<file path="config.mk">
export PLATFORM = sky130hd
export DESIGN_NAME = axi_rd_resp
export DESIGN_NICKNAME = d
export VERILOG_FILES = /design/src/rtl/axi_rd_resp.sv
export SDC_FILE = /design/constraint.sdc
export NUM_CORES = 1
export LEC_CHECK = 0
export CORE_MARGIN = 3
export CORE_UTILIZATION = 45
export DETAILED_ROUTE_END_ITERATION = 10
export GPL_TIMING_DRIVEN = 0
export PLACE_DENSITY = 0.7
export SYNTH_ARGS = -nofsm -noshare
export SYNTH_HDL_FRONTEND = slang
export SYNTH_SLANG_ARGS = --single-unit
</file>
<file path="constraint.sdc">
create_clock -name clk -period 4.5 [get_ports clk]
set_clock_uncertainty 0.15 [all_clocks]
set_input_delay 0.9 -clock clk [delete_from_list [all_inputs] [get_ports clk]]
set_output_delay 0.9 -clock clk [all_outputs]
set_load 0.03 [all_outputs]
</file>
<file path="src/rtl/axi_rd_resp.sv">
// Purpose: AXI4 read responder; queues AR commands and walks each burst against a sync-read word memory.
// Latency: AR handshake at edge N -> RVALID high after edge N+4; 3 cycles/beat (2 for SLVERR bursts).
// Backpressure: ARREADY drops when the command FIFO is full; RVALID/R* hold stable until RREADY.
//
// Ports:
//   clk, rst                         clock, synchronous active-high reset
//   AR* (ARID..ARVALID), ARREADY     read-address channel; ARREGION is accepted and ignored
//   RID, RDATA, RRESP, RLAST, RVALID, RREADY   read-data channel
//   mem_rd_en, mem_rd_addr           word-addressed read strobe to storage
//   mem_rd_data                      storage data, valid the cycle after mem_rd_en
module axi_rd_resp #(
  parameter int ARID_WIDTH   = 4,
  parameter int ARADDR_WIDTH = 10,
  parameter int RDATA_WIDTH  = 64,
  parameter int CMD_DEPTH    = 4
) (
  input  logic                    clk,
  input  logic                    rst,
  input  logic [ARID_WIDTH-1:0]   ARID,
  input  logic [ARADDR_WIDTH-1:0] ARADDR,
  input  logic [7:0]              ARLEN,
  input  logic [2:0]              ARSIZE,
  input  logic [1:0]              ARBURST,
  input  logic [3:0]              ARREGION,
  input  logic                    ARVALID,
  output logic                    ARREADY,
  output logic [ARID_WIDTH-1:0]   RID,
  output logic [RDATA_WIDTH-1:0]  RDATA,
  output logic [1:0]              RRESP,
  output logic                    RLAST,
  output logic                    RVALID,
  input  logic                    RREADY,
  output logic                    mem_rd_en,
  output logic [ARADDR_WIDTH-$clog2(RDATA_WIDTH/8)-1:0] mem_rd_addr,
  input  logic [RDATA_WIDTH-1:0]  mem_rd_data
);

  localparam int NB = RDATA_WIDTH / 8;
  localparam int WB = $clog2(NB);
  localparam int AW = ARADDR_WIDTH;
  localparam int PW = $clog2(CMD_DEPTH);
  localparam logic [2:0] WB_SZ = 3'(WB);

  localparam logic [1:0] BURST_FIXED = 2'b00;
  localparam logic [1:0] BURST_WRAP  = 2'b10;
  localparam logic [1:0] BURST_RSVD  = 2'b11;

  typedef struct packed {
    logic [ARID_WIDTH-1:0] id;
    logic [AW-1:0]         addr;
    logic [7:0]            len;
    logic [2:0]            size;
    logic [1:0]            burst;
  } cmd_t;

  typedef enum logic [2:0] {
    S_IDLE,
    S_LOAD,
    S_READ,
    S_CAPT,
    S_DATA
  } state_t;

  // ---------------------------------------------------------------- command FIFO
  cmd_t          r_fifo [CMD_DEPTH];
  logic [PW-1:0] r_wr_ptr;
  logic [PW-1:0] r_rd_ptr;
  logic [PW:0]   r_count;
  logic          w_fifo_full;
  logic          w_fifo_empty;
  logic          w_push;
  logic          w_pop;
  cmd_t          w_push_cmd;
  cmd_t          w_head_cmd;

  assign w_fifo_full  = (r_count == (PW+1)'(CMD_DEPTH));
  assign w_fifo_empty = (r_count == '0);
  assign ARREADY      = !rst && !w_fifo_full;
  assign w_push       = ARVALID && ARREADY;
  assign w_push_cmd   = '{id: ARID, addr: ARADDR, len: ARLEN, size: ARSIZE, burst: ARBURST};
  assign w_head_cmd   = r_fifo[r_rd_ptr];

  always_ff @(posedge clk) begin
    if (rst) begin
      r_wr_ptr <= '0;
      r_rd_ptr <= '0;
      r_count  <= '0;
    end else begin
      if (w_push) r_wr_ptr <= r_wr_ptr + PW'(1);
      if (w_pop)  r_rd_ptr <= r_rd_ptr + PW'(1);
      case ({w_push, w_pop})
        2'b10:   r_count <= r_count + (PW+1)'(1);
        2'b01:   r_count <= r_count - (PW+1)'(1);
        default: r_count <= r_count;
      endcase
    end
  end

  // Storage needs no reset; entries are only read after being written.
  always_ff @(posedge clk) begin
    if (w_push) r_fifo[r_wr_ptr] <= w_push_cmd;
  end

  // ---------------------------------------------------------------- error decode on FIFO head
  logic [AW-1:0] w_size_mask;
  logic          w_wrap_len_ok;
  logic          w_head_err;

  assign w_size_mask   = (AW'(1) << w_head_cmd.size) - AW'(1);
  assign w_wrap_len_ok = (w_head_cmd.len == 8'd1) || (w_head_cmd.len == 8'd3) ||
                         (w_head_cmd.len == 8'd7) || (w_head_cmd.len == 8'd15);
  assign w_head_err    = (w_head_cmd.burst == BURST_RSVD) ||
                         (w_head_cmd.size > WB_SZ) ||
                         ((w_head_cmd.burst == BURST_WRAP) &&
                          (!w_wrap_len_ok || ((w_head_cmd.addr & w_size_mask) != '0)));

  // ---------------------------------------------------------------- FSM
  state_t r_state;
  state_t w_state_nxt;
  logic   w_mem_rd_en;

  logic [ARID_WIDTH-1:0]  r_id;
  logic [AW-1:0]          r_addr;
  logic [7:0]             r_len;
  logic [2:0]             r_size;
  logic [1:0]             r_burst;
  logic                   r_err;
  logic [7:0]             r_beat_cnt;
  logic [RDATA_WIDTH-1:0] r_rdata;
  logic [1:0]             r_rresp;
  logic                   r_rlast;
  logic [ARID_WIDTH-1:0]  r_rid;

  always_ff @(posedge clk) begin
    if (rst) r_state <= S_IDLE;
    else     r_state <= w_state_nxt;
  end

  always_comb begin
    w_state_nxt = r_state;
    w_pop       = 1'b0;
    w_mem_rd_en = 1'b0;
    case (r_state)
      S_IDLE: if (!w_fifo_empty) w_state_nxt = S_LOAD;
      S_LOAD: begin
        w_pop       = 1'b1;
        // Error bursts never touch memory, so they skip READ entirely.
        w_state_nxt = w_head_err ? S_CAPT : S_READ;
      end
      S_READ: begin
        w_mem_rd_en = 1'b1;
        w_state_nxt = S_CAPT;
      end
      S_CAPT: w_state_nxt = S_DATA;
      S_DATA: begin
        if (RREADY) begin
          if (r_rlast)    w_state_nxt = S_IDLE;
          else if (r_err) w_state_nxt = S_CAPT;
          else            w_state_nxt = S_READ;
        end
      end
      default: w_state_nxt = S_IDLE;
    endcase
  end

  // ---------------------------------------------------------------- next beat address
  logic [AW-1:0] w_step;
  logic [AW-1:0] w_addr_inc;
  logic [AW-1:0] w_wrap_mask;
  logic [AW-1:0] w_addr_nxt;

  assign w_step      = AW'(1) << r_size;
  assign w_addr_inc  = r_addr + w_step;
  // Container size minus one: the low bits that step and wrap; bits above it stay put.
  assign w_wrap_mask = ((AW'(r_len) + AW'(1)) << r_size) - AW'(1);

  always_comb begin
    w_addr_nxt = w_addr_inc;
    case (r_burst)
      BURST_FIXED: w_addr_nxt = r_addr;
      BURST_WRAP:  w_addr_nxt = (r_addr & ~w_wrap_mask) | (w_addr_inc & w_wrap_mask);
      default:     w_addr_nxt = w_addr_inc;
    endcase
  end

  // ---------------------------------------------------------------- burst context and R registers
  always_ff @(posedge clk) begin
    if (rst) begin
      r_id       <= '0;
      r_addr     <= '0;
      r_len      <= '0;
      r_size     <= '0;
      r_burst    <= '0;
      r_err      <= 1'b0;
      r_beat_cnt <= '0;
      r_rdata    <= '0;
      r_rresp    <= '0;
      r_rlast    <= 1'b0;
      r_rid      <= '0;
    end else begin
      case (r_state)
        S_LOAD: begin
          r_id       <= w_head_cmd.id;
          r_addr     <= w_head_cmd.addr;
          r_len      <= w_head_cmd.len;
          r_size     <= w_head_cmd.size;
          r_burst    <= w_head_cmd.burst;
          r_err      <= w_head_err;
          r_beat_cnt <= '0;
        end
        S_CAPT: begin
          r_rdata <= r_err ? '0 : mem_rd_data;
          r_rresp <= r_err ? 2'b10 : 2'b00;
          r_rlast <= (r_beat_cnt == r_len);
          r_rid   <= r_id;
        end
        S_DATA: begin
          if (RREADY && !r_rlast) begin
            r_beat_cnt <= r_beat_cnt + 8'd1;
            r_addr     <= w_addr_nxt;
          end
        end
        default: ;
      endcase
    end
  end

  assign RVALID      = (r_state == S_DATA);
  assign RID         = r_rid;
  assign RDATA       = r_rdata;
  assign RRESP       = r_rresp;
  assign RLAST       = r_rlast;
  assign mem_rd_en   = w_mem_rd_en;
  assign mem_rd_addr = r_addr[AW-1:WB];

  logic w_unused;
  assign w_unused = ^ARREGION;

endmodule

</file>
Word level (Yosys, flattened, before mapping)
Memories as Yosys holds them, arrays and structs flattened. A register that Yosys moved wholly into a read port is not among the register bits. Index checks and enable logic that the tools add are counted.

Input bits: 99. Memories: 1. Memory bits (writable): 108. Register bits: 117.

Memory list: r_fifo (words 4, width 27, rd ports 1, clocked after Yosys merged registers in 1, write ports 1, RTL line 65) `cmd_t r_fifo [CMD_DEPTH];`.

Multiplexer cells: 20. Order comparisons: 1. $add $sub $neg: 9. Eq/ne operators: 19. Shift operators: 3. Bitwise logic cells: 5. Reductions and logical operators: 23.

Operator list (count): $mux 64 (1); $pmux 10 s2 (2); $and 10x10->10 (3); $shl 1x3->10 const A (2); $pmux 8 s2 (1); $pmux 3 s5 (1); $add 10x10->10 (1); $mux 10 (1); $not 10->10 (1); $or 10x10->10 (1); $reduce_bool 10->1 (1); $shl 9x3->10 (1); $sub 10x1->10 const B (1); $sub 10x2->10 const B (1); $add 8x1->9 const B (1); $add 8x1->8 const B (1); $eq 2x2->1 const B (4); $eq 8x1->1 const B (1); $eq 8x2->1 const B (1); $eq 8x3->1 const B (1); $eq 8x4->1 const B (1); $eq 8x8->1 (1); $mux 2 (4); $mux 8 (1); 21 further kinds (46).

Depth between registers and ports, before layout
Gate-level depths: netlist (run 1).

Depth after elaboration: 10. Depth in mapped cells: 15. Gate-level depth less buffers: 12.

Worst setup path before layout (run 1)
OpenSTA, ideal clock, no wires.

Path kind: reg-to-reg. Start: reg r_size[1]. End: reg with a tool-made name. Stages on the path, launching flop included: 16. Arrival: 2.884 ns. Buffers on the path: 3. Path slack: 1.338 ns. Cell sequence: dfxtp_1 -> clkbuf_1 -> clkbuf_1 -> clkbuf_1 -> nor3_1 -> ha_1 -> inv_1 -> fa_1 -> nor2b_1 -> o21ai_0 -> a21oi_1 -> o41ai_1 -> mux2_2 -> nand3_1 -> mux2_4 -> o211ai_2.

RTL lines: start: declaration (RTL line 125) `logic [2:0] r_size;`; start signal: assignment (RTL line 206) `r_size <= w_head_cmd.size;`.

==> summary.txt, run 1 <==
Place
  – Inst Count DP: 1417
  – IO Port Bufs: 174
  – Final RePlAce weighted congestion: 0.876
  – Detail Placement HPWL: 18900 um

Power
  – LEAKAGE: 4.56 nW
  – VDD IR max: 352 uV
  – Power Dens Cells: 498 nW/um2
  – Gate power share: 33.7%
  – Sw Pwr: 2.26 mW
  – Sequential Power Share: 37.3%
  – Clock network power share: 29.0%
  – Design Power: 6.63 mW
  – Sw Share: 34.1%
  – Cell Int Power: 4.37 mW

Drt
  – Drt wl/cell: 18.1 um
  – DRC viols: 0
  – Initial drt markers: 575
  – Final wirelength: 26400 um
  – Total number of vias: 7957
  – DR pass1 iterations: 7
  – Via density: 5.45
  – Antenna-violating nets left: 0

Clocking
  – Root Driver: clkbuf_16
  – CTS tree: done
  – Gates resized, CTS repair: 0
  – Post-CTS Setup Bufs: 0
  – Clock Sinks: 226
  – Worst-path clk slew: 0.06 ns
  – Clk Latency, worst-skew pair: 0.54 ns
  – CTS Buf Count: 24
  – H-tree depth: 1
  – Hold_buf cts: 0
  – Max clock buf depth: 3

Floorplanning
  – Core ar.: 22700 um2
  – Die Span X: 158 um
  – Rows: 55
  – Die ar.: 25000 um2
  – Die H: 158 um
  – I/O pins: 180
  – Initial Utilization: 45.9%

Setup path
  – Reg-to-reg startpoint: r_size[1]
  – Reg2Reg Setup Slack: 0.61 ns
  – WS Path Type: reg2reg
  – R2R depth: 15
  – Critical path data arrival time: 4.14 ns
  – Worst path required time: 4.76 ns
  – Max Fanout on Critical Path: 10
  – CP Capture Type: flip-flop
  – Worst Setup Start Kind: flip-flop

Run
  – Max_cap viols: 0

Logic synthesis
  – Library cells used by synthesis: 78
  – Yosys reg bits: 226
  – Commonest cells in the netlist: nor2_1, dfxtp_1, a21oi_1, edfxtp_1, nor3b_1
  – Synth async-reset ratio: 0%
  – Synthesized Nets: 1076
  – Number of synthesized flops with an enable pin: 108
  – Sequential fraction of the synthesis area: 53.8%
  – Share of the synthesized area in the top cell type: 31.1%
  – Synth Area per Inst: 10.9 um2
  – Synthesized area: 10400 um2
  – Largest area contributor in the synthesized netlist: edfxtp_1
  – Mapped Cells: 958
  – Top_reg_cell synth: dfxtp_1
  – Top cells by area, synth: edfxtp_1, dfxtp_1, mux4_2, a21oi_1, nor3b_1
  – Yosys warns: 0
  – Count leader, synth: nor2_1

Min path
  – Hold Path Sink: r_id[0]
  – Hold Path Origin: r_id[0]
  – Worst hold stages: 2
  – Worst min path class: reg2reg

Global routing
  – Global-route wire length before repair: 40600 um
  – GRT Residual Overflow: 0
  – GRT Total Usage: 20.4%
  – Initial antenna violation count: 0
  – Pin count of the biggest net entering global routing: 28
  – Vias in the first global route: 7424

Layout
  – Fill count: 1965
  – Seq. cell area: 5610 um2
  – Share of cells above drive strength 1: 9.78%
  – Post-route insts no fill: 1461
  – # diodes: 0
  – Layout area overhead: 27.6%
  – Multi-input logic area: 4380 um2
  – # nets final: 1276
  – Final Core Density: 58.6%

Status
  – Status: complete, no violations

STA
  – Final hold slack: 0.314 ns
  – Setup TNS: 0 ns
  – Minimum clock period: 3.89 ns
  – Final Hold Viols: 0
  – Slew @ Worst Pin: 0.749 ns
  – Tcrit/Tclk final: 86.4%
  – Unrepaired setup endpoints after global routing: no
  – Final slew viol count: 0
  – Final setup fails: 0
  – Slew HR: 50.1%
  – Fmax: 257 MHz
[power groups by stage]
stage                     clock network [mW]  logic (mW)  registers [mW]
after floorplan                            0        1.54            2.54
after global placement                     0        2.19            2.51
after detailed placement                   0        2.22            2.52
after CTS                               1.96        2.23            2.47
after global routing                    2.04        2.45            2.49
final                                   1.92        2.23            2.47
[worst max-delay path, cell delays in order (launching register included)]
cell and delay (ns):
dfxtp_1 0.30, clkbuf_1 0.26, clkbuf_1 0.43, clkbuf_1 0.48, nor3_1 0.09, ha_1 0.23
inv_1 0.07, fa_1 0.20, nor2b_1 0.06, o21ai_0 0.24, a21oi_1 0.14, o41ai_1 0.39
mux2_2 0.41, nand3_1 0.09, mux2_4 0.15, o211ai_2 0.06
[cells in the final DEF (no fill, tap or decap), drive strengths merged, types with 28 or more instances in the layout]
| master | Yosys | layout |
|---|---|---|
| a21oi | 109 | 109 |
| buf | 32 | 32 |
| clkbuf | 46 | 76 |
| clkdlybuf4s50 | 0 | 174 |
| dfxtp | 118 | 118 |
| edfxtp | 108 | 108 |
| mux4 | 28 | 28 |
| nand2 | 63 | 63 |
| nor2 | 120 | 120 |
| nor3b | 65 | 65 |
[area by class of cell]
cell class                      count  area share, %
Timing Repair Buffer              174           13.1
Sequential cell                   226           42.1
Tap cell                          285           2.68
Buffer                             78           2.80
Multi-Input combinational cell    633           32.9
Inverter                           21          0.592
Clock inverter                     14          0.940
Clock buffer                       30           4.91
[metal layers]
layer  part of all wire (%)  GRT usage (%)  vias up  routed length [um]
met3                    4.1           2.62       62                1070
met5                      0              0        -                   0
li1                       -              -     3894                   -
met2                     48           32.4      196               12700
met1                     44           29.0     3805               11700
met4                    3.5           7.05        0                 931
[sequential cells by signal, indices dropped and copies added (netlist names), 3 cells and up, named ones only]
register and count:
r_size 3, RID 4, r_count 3, r_beat_cnt 8
r_state 3, r_id 4, RDATA 64, r_fifo 108
r_len 8
[worst max-delay path by stage]
stage	startpoint	endpoint
2_1_floorplan	r_size[1]	flip-flop
3_3_place_gp	rst	ARREADY
3_5_place_dp	r_size[1]	flip-flop
4_1_cts	r_size[1]	flip-flop
5_1_grt	r_size[1]	flip-flop
6_report	r_size[1]	flip-flop
[stage by stage]
stage	instance area, um2	worst slack (ns)
3_5_place_dp	12500	0.662
4_1_cts	13300	0.605
2_1_floorplan	10400	1.34
3_3_place_gp	12500	0.669
5_1_grt	13300	0.290
6_report	13300	0.613
[logic make-up after synthesis]
group           count (synthesis)  share of synthesized area (%)
compound gates                210                           12.6
fa+ha+maj                      19                           2.42
mux                            41                           7.36
buf+inv                        99                           4.33
flops                         226                           53.8
xor+xnor                       31                           2.60
other cells                     1                         0.0360
simple gates                  331                           16.9
Note: power is estimated with default switching activity, not from simulation.
==> inputs of run 2 (changes only) <==
SLEW_MARGIN = 5   (was default)
TNS_END_PERCENT = 5   (was default)
==> summary.txt, run 2 (synthesized netlist as in run 1, its figures left out) <==
Status
  – Status: complete, no violations

Clocking
  – Max clock buf depth: 3
  – Gates resized, CTS repair: 0
  – CTS Buf Count: 25
  – Root Driver: clkbuf_16
  – Worst-path clk slew: 0.06 ns
  – H-tree depth: 1
  – Post-CTS Setup Bufs: 0
  – Hold_buf cts: 0
  – Clk Latency, worst-skew pair: 0.54 ns
  – CTS tree: done
  – Clock Sinks: 226

Setup path
  – Max Fanout on Critical Path: 10
  – Worst Setup Start Kind: flip-flop
  – Critical path data arrival time: 4.13 ns
  – Worst path required time: 4.75 ns
  – CP Capture Type: flip-flop
  – WS Path Type: reg2reg

Floorplanning
  – Die ar.: 25000 um2
  – I/O pins: 180
  – Rows: 55
  – Initial Utilization: 45.9%
  – Die Span X: 158 um
  – Die H: 158 um
  – Core ar.: 22700 um2

STA
  – Fmax: 258 MHz
  – Final slew viol count: 0
  – Final setup fails: 0
  – Final Hold Viols: 0
  – Setup TNS: 0 ns
  – Tcrit/Tclk final: 86.2%
  – Unrepaired setup endpoints after global routing: no
  – Slew @ Worst Pin: 0.736 ns
  – Final hold slack: 0.308 ns
  – Slew HR: 50.9%
  – Minimum clock period: 3.88 ns

Layout
  – Layout area overhead: 27.9%
  – Commonest non-fill, non-tap cell in the layout: clkdlybuf4s50_1
  – Commonest non-fill, non-tap cells in the layout: clkdlybuf4s50_1, nor2_1, dfxtp_1
  – Largest Register: r_fifo
  – # nets final: 1277
  – Final Core Density: 58.7%
  – Share of cells above drive strength 1: 10.0%
  – # diodes: 0
  – Max reg flops: 108

Drt
  – Via density: 5.51
  – Initial drt markers: 571
  – Final wirelength: 26800 um
  – Total number of vias: 8058
  – DR pass1 iterations: 5
  – Antenna-violating nets left: 0
  – Drt wl/cell: 18.3 um
  – DRC viols: 0

Place
  – Detail Placement HPWL: 19000 um
  – Final RePlAce weighted congestion: 0.876
  – IO Port Bufs: 174

Power
  – Power Dens Cells: 503 nW/um2
  – VDD IR max: 355 uV
  – LEAKAGE: 4.58 nW

Run
  – Max_cap viols: 0

Global routing
  – Vias in the first global route: 7493
  – Pin count of the biggest net entering global routing: 28
  – Global-route wire length before repair: 41300 um
  – GRT Total Usage: 20.8%
  – Initial antenna violation count: 0
  – GRT Residual Overflow: 0

Min path
  – Worst min path class: reg2reg
-- run 2: area by class of cell --
| class | count | area, um2 |
|---|---|---|
| buffer | 78 | 373 |
| timing repair buffer | 174 | 1740 |
| sequential | 226 | 5610 |
| multi-input combinational | 633 | 4380 |
| inverter | 21 | 78.8 |
| clock buffer | 32 | 692 |
| clock inverter | 14 | 115 |
| tap | 285 | 357 |
| fill | 1949 | 9370 |
-- run 2: worst max-delay path, cell delays in order, from the launching register on --
cell,delay [ns]
dfxtp_1,0.30
clkbuf_1,0.26
clkbuf_1,0.46
clkbuf_1,0.48
nor3_1,0.09
ha_1,0.23
inv_1,0.07
fa_1,0.20
nor2b_1,0.06
o21ai_0,0.23
a21oi_1,0.14
o41ai_1,0.36
mux2_2,0.41
nand3_1,0.10
mux2_4,0.15
o211ai_2,0.06
-- run 2: worst paths after layout --
path	startpoint	end	slack, ns	cells after the start
hold reg to reg	r_id[0]	r_id[0]	0.31	2
setup / recovery	r_size[1]	flip-flop	0.62	15
setup reg to reg	r_size[1]	flip-flop	0.62	15
hold / removal	r_id[0]	r_id[0]	0.31	2
-- run 2: power breakdown --
part | leakage, nW | total (mW) | switching, mW | internal (mW)
Combinational | 2.26 | 2.24 | 1.31 | 0.926
Sequential | 1.94 | 2.47 | 0.125 | 2.35
Clock | 0.383 | 1.99 | 0.841 | 1.15
Total | 4.58 | 6.70 | 2.28 | 4.42
-- run 2: metal layers --
layer | wire length [um] | global-route usage [%] | up-vias
li1 | - | - | 3902
met1 | 11700 | 29.2 | 3908
met2 | 13200 | 34.0 | 200
met3 | 1150 | 2.62 | 48
met4 | 745 | 6.10 | 0
met5 | 0 | 0 | -
-- run 2: stage by stage --
| step | cell area (um2) | power [mW] | std cells | worst slack [ns] |
|---|---|---|---|---|
| after floorplan | 10400 | 4.08 | 958 | 1.34 |
| after global placement | 12500 | 4.70 | 1417 | 0.669 |
| after detailed placement | 12500 | 4.74 | 1417 | 0.667 |
| after CTS | 13300 | 6.74 | 1463 | 0.615 |
| after global routing | 13300 | 7.07 | 1463 | 0.346 |
| final | 13300 | 6.70 | 1463 | 0.620 |
==> inputs of run 3 (changes only) <==
clock period = 4.64 ns   (was 4.5 ns; I/O delays follow)
==> results of run 3 <==
Same layout as run 2 (identical final DEF). Status: complete, no violations.
Among the figures that moved: setup slack after placement 0.667 ns -> 0.751 ns; clock-pin slew on the worst setup and hold paths 0.06 ns -> 0.05 ns; setup slack after layout 0.620 ns -> 0.752 ns; start point of the critical path r_size[1] -> rst; register-to-register setup slack 0.62 ns -> 0.76 ns; total power 6.70 mW -> 6.50 mW; worst IR drop on VDD 355 uV -> 344 uV
==> patch 1 (settings of run 3) <==
Make the reset (`rst`) asynchronous in 3 clocked blocks. Comments in the files are not updated.
--- a/src/rtl/axi_rd_resp.sv
+++ b/src/rtl/axi_rd_resp.sv
@@ -80,7 +80,7 @@
   assign w_push_cmd   = '{id: ARID, addr: ARADDR, len: ARLEN, size: ARSIZE, burst: ARBURST};
   assign w_head_cmd   = r_fifo[r_rd_ptr];
 
-  always_ff @(posedge clk) begin
+  always_ff @(posedge clk or posedge rst) begin
     if (rst) begin
       r_wr_ptr <= '0;
       r_rd_ptr <= '0;
@@ -131,7 +131,7 @@
   logic                   r_rlast;
   logic [ARID_WIDTH-1:0]  r_rid;
 
-  always_ff @(posedge clk) begin
+  always_ff @(posedge clk or posedge rst) begin
     if (rst) r_state <= S_IDLE;
     else     r_state <= w_state_nxt;
   end
@@ -184,7 +184,7 @@
   end
 
   // ---------------------------------------------------------------- burst context and R registers
-  always_ff @(posedge clk) begin
+  always_ff @(posedge clk or posedge rst) begin
     if (rst) begin
       r_id       <= '0;
       r_addr     <= '0;
Check against the original RTL: differs if rst is asserted again (counterexample within 4 cycles, from zero or initial values and one cycle with rst high); with rst held inactive, the same outputs for 10 cycles.
==> patch 1 against run 3 <==
  * Non-clock buffer count is 23 lower
  * Worst setup slack better by 240 ps
  * Sequential cell count is 2 lower
  * Wire length is 4.8% lower
  * Synthesized area is 0.61% higher
  * Largest cell class unchanged
  * Final area is 1.5% higher
Power is not compared: it rests on default switching activity, and its combinational part moved more than twofold at a synthesized area within 25%.
==> patch 1: results (changes against run 3) <==
stage	metric	value	unit	change
global_routing	largest net degree at the start of global routing	69		was 28
layout	layout cells sized above 1	11.8	%	was 10.0%
routing	drt wl/cell	18.1	um	was 18.3 um
layout	multi-input logic area	4000	um2	was 4380 um2
global_routing	met1 usage	27.9	%	was 29.2%
yosys	count of cell types in the netlist	68		was 78
place	GP Congestion	0.881		was 0.876
worst_setup_path	Worst R2R Setup Slack	1210	ps	was 760 ps
worst_hold_path	Hold Path Sink	RDATA[31]		was r_id[0]
global_routing	number of global-route vias before repair	7337		was 7493
global_routing	met2 Usage GRT	32.6	%	was 34.0%
layout	buffer share of cell area	15.1	%	was 15.9%
worst_hold_path	HP Start	RDATA[31]		was r_id[0]
routing	routed length on met3	975	um	was 1150 um
timing	Fmax	274	MHz	was 257 MHz
worst_setup_path	RR Startpoint	r_rd_ptr[0]		was r_size[1]
place	DP Area	12700	um2	was 12500 um2
routing	via density per instance	5.28		was 5.51
yosys	Synth top cells by count	dfrtp_1 (116), edfxtp_1 (108), nand2_1 (107)		was nor2_1 (120), dfxtp_1 (118), a21oi_1 (108), edfxtp_1 (108), nor3b_1 (64)
layout	fill cell count	1853		was 1949
routing	Iteration-0 DRC Markers	459		was 571
timing	Slew @ Worst Pin	737	ps	was 736 ps
yosys	syn_nets	991		was 1076
yosys	async set or reset register ratio after synthesis	51.8	%	was 0%
clock_tree	clk sinks	224		was 226
status	status	finished, final reports clean		unchanged
layout	register area	6150	um2	was 5610 um2
layout	clock network area share	6.43	%	was 6.05%
timing	worst hold margin	326	ps	was 308 ps
yosys	syn avg cell area	12.0	um2	was 10.9 um2
routing	met2 WL	12700	um	was 13200 um
pwr	Pwr Total	9.37	mW	
global_routing	Total GRT Usage	19.9	%	was 20.8%
yosys	main area contributors after synthesis	edfxtp_1 (31%), dfrtp_1 (28%), mux4_2 (5.6%)		was edfxtp_1 (31%), dfxtp_1 (23%), mux4_2 (6.0%)
worst_setup_path	CP arrival	2570	ps	was 2810 ps
global_routing	met3 usage	2.45	%	was 2.62%
place	DPL Wire Length	18100	um	was 19000 um
patch 1: cell count changes in the layout (fill, tap and decap cells not counted), moves of 62 or more:
cell | before | now
a21oi_1 | 108 | 38
dfrtp_1 | 0 | 116
dfxtp_1 | 118 | 0
nand2b_1 | 7 | 71
nor2_1 | 120 | 41
nor3b_1 | 64 | 2
o21ai_0 | 23 | 94
patch 1: report_power, final:
group	total [mW]	internal, mW	switching [mW]
sequential	2.88	2.58	0.297
clock	2.07	1.26	0.810
combinational	4.42	1.86	2.57
total	9.37	5.69	3.67
patch 1: logic make-up after synthesis:
kind of cell    Yosys count  synth area share, %
fa+ha+maj                19                 2.41
simple gates            280                 13.4
buf+inv                  75                 3.30
mux                      48                 8.06
compound gates          188                 10.9
xor+xnor                 38                 3.32
flops                   224                 58.6
other cells               1               0.0357
patch 1: critical path, cell delays in order:
cell             delay [ps]
clkdlybuf4s50_1         480
a21oi_1                 360
clkdlybuf4s50_1         800
==> patch 2 (config.mk and constraints of run 3) <==
Made on the original files. Set the parameter `CMD_DEPTH` to 8 (it was 4).
--- a/src/rtl/axi_rd_resp.sv
+++ b/src/rtl/axi_rd_resp.sv
@@ -12,7 +12,7 @@
   parameter int ARID_WIDTH   = 4,
   parameter int ARADDR_WIDTH = 10,
   parameter int RDATA_WIDTH  = 64,
-  parameter int CMD_DEPTH    = 4
+  parameter int CMD_DEPTH    = 8
 ) (
   input  logic                    clk,
   input  logic                    rst,
Behaviour: not the same (Yosys sat finds a counterexample within 10 cycles, from zero or initial values and one cycle with rst high).
==> patch 2 against run 3 <==
  * Clock power rose by 53%
  * Final area rose by 37%
  * Sequential cell count rose by 112
  * Wire length rose by 32%
  * Synthesized area rose by 40%
  * Power rose by 49%
  * Global-route usage fell by 0.39 points
  * Worst setup slack got worse by 230 ps
  * Via count rose by 24%
  * Highest routed layer unchanged
==> patch 2: results (changes against run 3) <==
stage	metric	value	unit	change
timing	relative slew slack	42.3	%	was 50.9%
clock_tree	Post-CTS Resized	0		unchanged
global_routing	initial antenna violation count	0		unchanged
routing	via density per instance	5.61		was 5.51
worst_setup_path	Reg2Reg Depth	14		was 15
worst_setup_path	Max Fanout on Critical Path	10		was 6
clock_tree	clock buffer count from CTS	36		was 25
yosys	Post-synth EDFFs	216		was 108
routing	Total Wirelength	35500	um	was 26800 um
global_routing	largest net degree at the start of global routing	24		was 28
layout	max reg flops	216		was 108
routing	DR vias	10000		was 8058
yosys	sequential share of the synthesized area	61.3	%	was 53.8%
yosys	async set or reset register ratio after synthesis	0	%	unchanged
yosys	Synth top cells by count	edfxtp_1 (216), nor2_1 (146), dfxtp_1 (122)		was nor2_1 (120), dfxtp_1 (118), a21oi_1 (108), edfxtp_1 (108), nor3b_1 (64)
yosys	Yosys Warn Count	0		unchanged
global_routing	first-pass GRT wire length	54800	um	was 41300 um
place	DP Cell Count	1718		was 1417
routing	first-pass iteration count of the detailed router	5		unchanged
timing	Pins Over Slew Limit	0		unchanged
layout	Antenna Cells	0		unchanged
pwr	Max VDD drop	0.341	mV	was 0.344 mV
status	status	finished, final reports clean		unchanged
layout	layout cells sized above 1	12.2	%	was 10.0%
clock_tree	level count of the clock H-tree	2		was 1
pwr	LEAKAGE	6.08	nW	was 4.58 nW
global_routing	Total GRT Usage	20.4	%	was 20.8%
worst_setup_path	CP arrival	4370	ps	was 2810 ps
place	DPL Wire Length	24600	um	was 19000 um
yosys	count of cell types in the netlist	72		was 78
routing	Iteration-0 DRC Markers	641		was 571
global_routing	number of global-route vias before repair	9800		was 7493
layout	Nets	1472		was 1277
worst_hold_path	Hold Crit Class	reg -> reg		unchanged
clock_tree	Clock Latency Late Sink	530	ps	
yosys	main area contributors after synthesis	edfxtp_1 (45%), dfxtp_1 (17%), mux4_2 (8.4%)		was edfxtp_1 (31%), dfxtp_1 (23%), mux4_2 (6.0%)
clock_tree	clk buf depth	3		unchanged
yosys	cell count after synthesis	1130		was 958
place	GP Congestion	0.902		was 0.876
yosys	syn_nets	1248		was 1076
patch 2: cell types whose count changed after synthesis, moves of 13 or more:
cell	change
nor2_1	+26
nand3_1	+13
edfxtp_1	+108
mux2i_1	+22
mux4_2	+26
nand2_1	-25
patch 2: final timing paths:
path	end	from	slack (ps)
setup / recovery	register	r_size[0]	530
hold reg to reg	RDATA[26]	RDATA[26]	330
setup reg to reg	register	r_size[0]	530
hold / removal	RDATA[26]	RDATA[26]	330
patch 2: logic make-up (layout without fill, tap and decap cells):
| family | Yosys count | count (layout) | synth area share (%) |
|---|---|---|---|
| simple gates | 343 | 343 | 12.2 |
| flops | 338 | 338 | 61.3 |
| compound gates | 196 | 196 | 8.39 |
| buf+inv | 104 | 356 | 3.09 |
| mux | 92 | 92 | 11.0 |
| xor+xnor | 37 | 37 | 2.23 |
| fa+ha+maj | 19 | 19 | 1.74 |
| other cells | 1 | 1 | 0.0258 |
patch 2: power breakdown:
part           internal (mW)  switching, mW
Clock                   1.79           1.16
Sequential              3.44          0.180
Combinational           1.26           1.84
patch 2: worst max-delay path, cell delays in order, from the launching register on:
cell,delay (ps)
dfxtp_1,410
buf_2,260
buf_1,410
clkbuf_1,490
nand2_1,180
inv_1,90
ha_1,220
a21o_1,180
a21oi_1,230
o21ai_0,170
o41ai_1,550
o21ai_0,230
xnor2_1,170
nand4_1,100
o311a_1,160
patch 2: layout make-up:
type,count,area (um2)
plain buffers,84,375
clock buffers,52,1030
clock inverters,14,210
fillers,2572,13400
inverters,20,75.1
multi-input cells,688,5240
flip-flops and latches,338,8930
well taps,402,503
repair buffers,186,1910
patch 2: through the flow:
step                hold WS, ps  power (mW)  instance area [um2]  setup slack, ps
detailed placement          326        6.75                17000              570
global route                353        10.2                18300              100
floorplan                   304        5.81                14600              310
finish                      335        9.67                18300              527
CTS                         339        9.72                18300              579
global placement            316        6.70                16800            -1820
patch 2: metal layers:
metal / share of wire, % / GRT usage [%] / routed length [um] / up-vias
li1: - / - / - / 4713
met5: 0 / 0 / 0 / -
met1: 42 / 26.9 / 15000 / 4828
met4: 3.5 / 7.39 / 1250 / 0
met2: 47 / 34.2 / 16700 / 371
met3: 7.0 / 3.60 / 2480 / 90
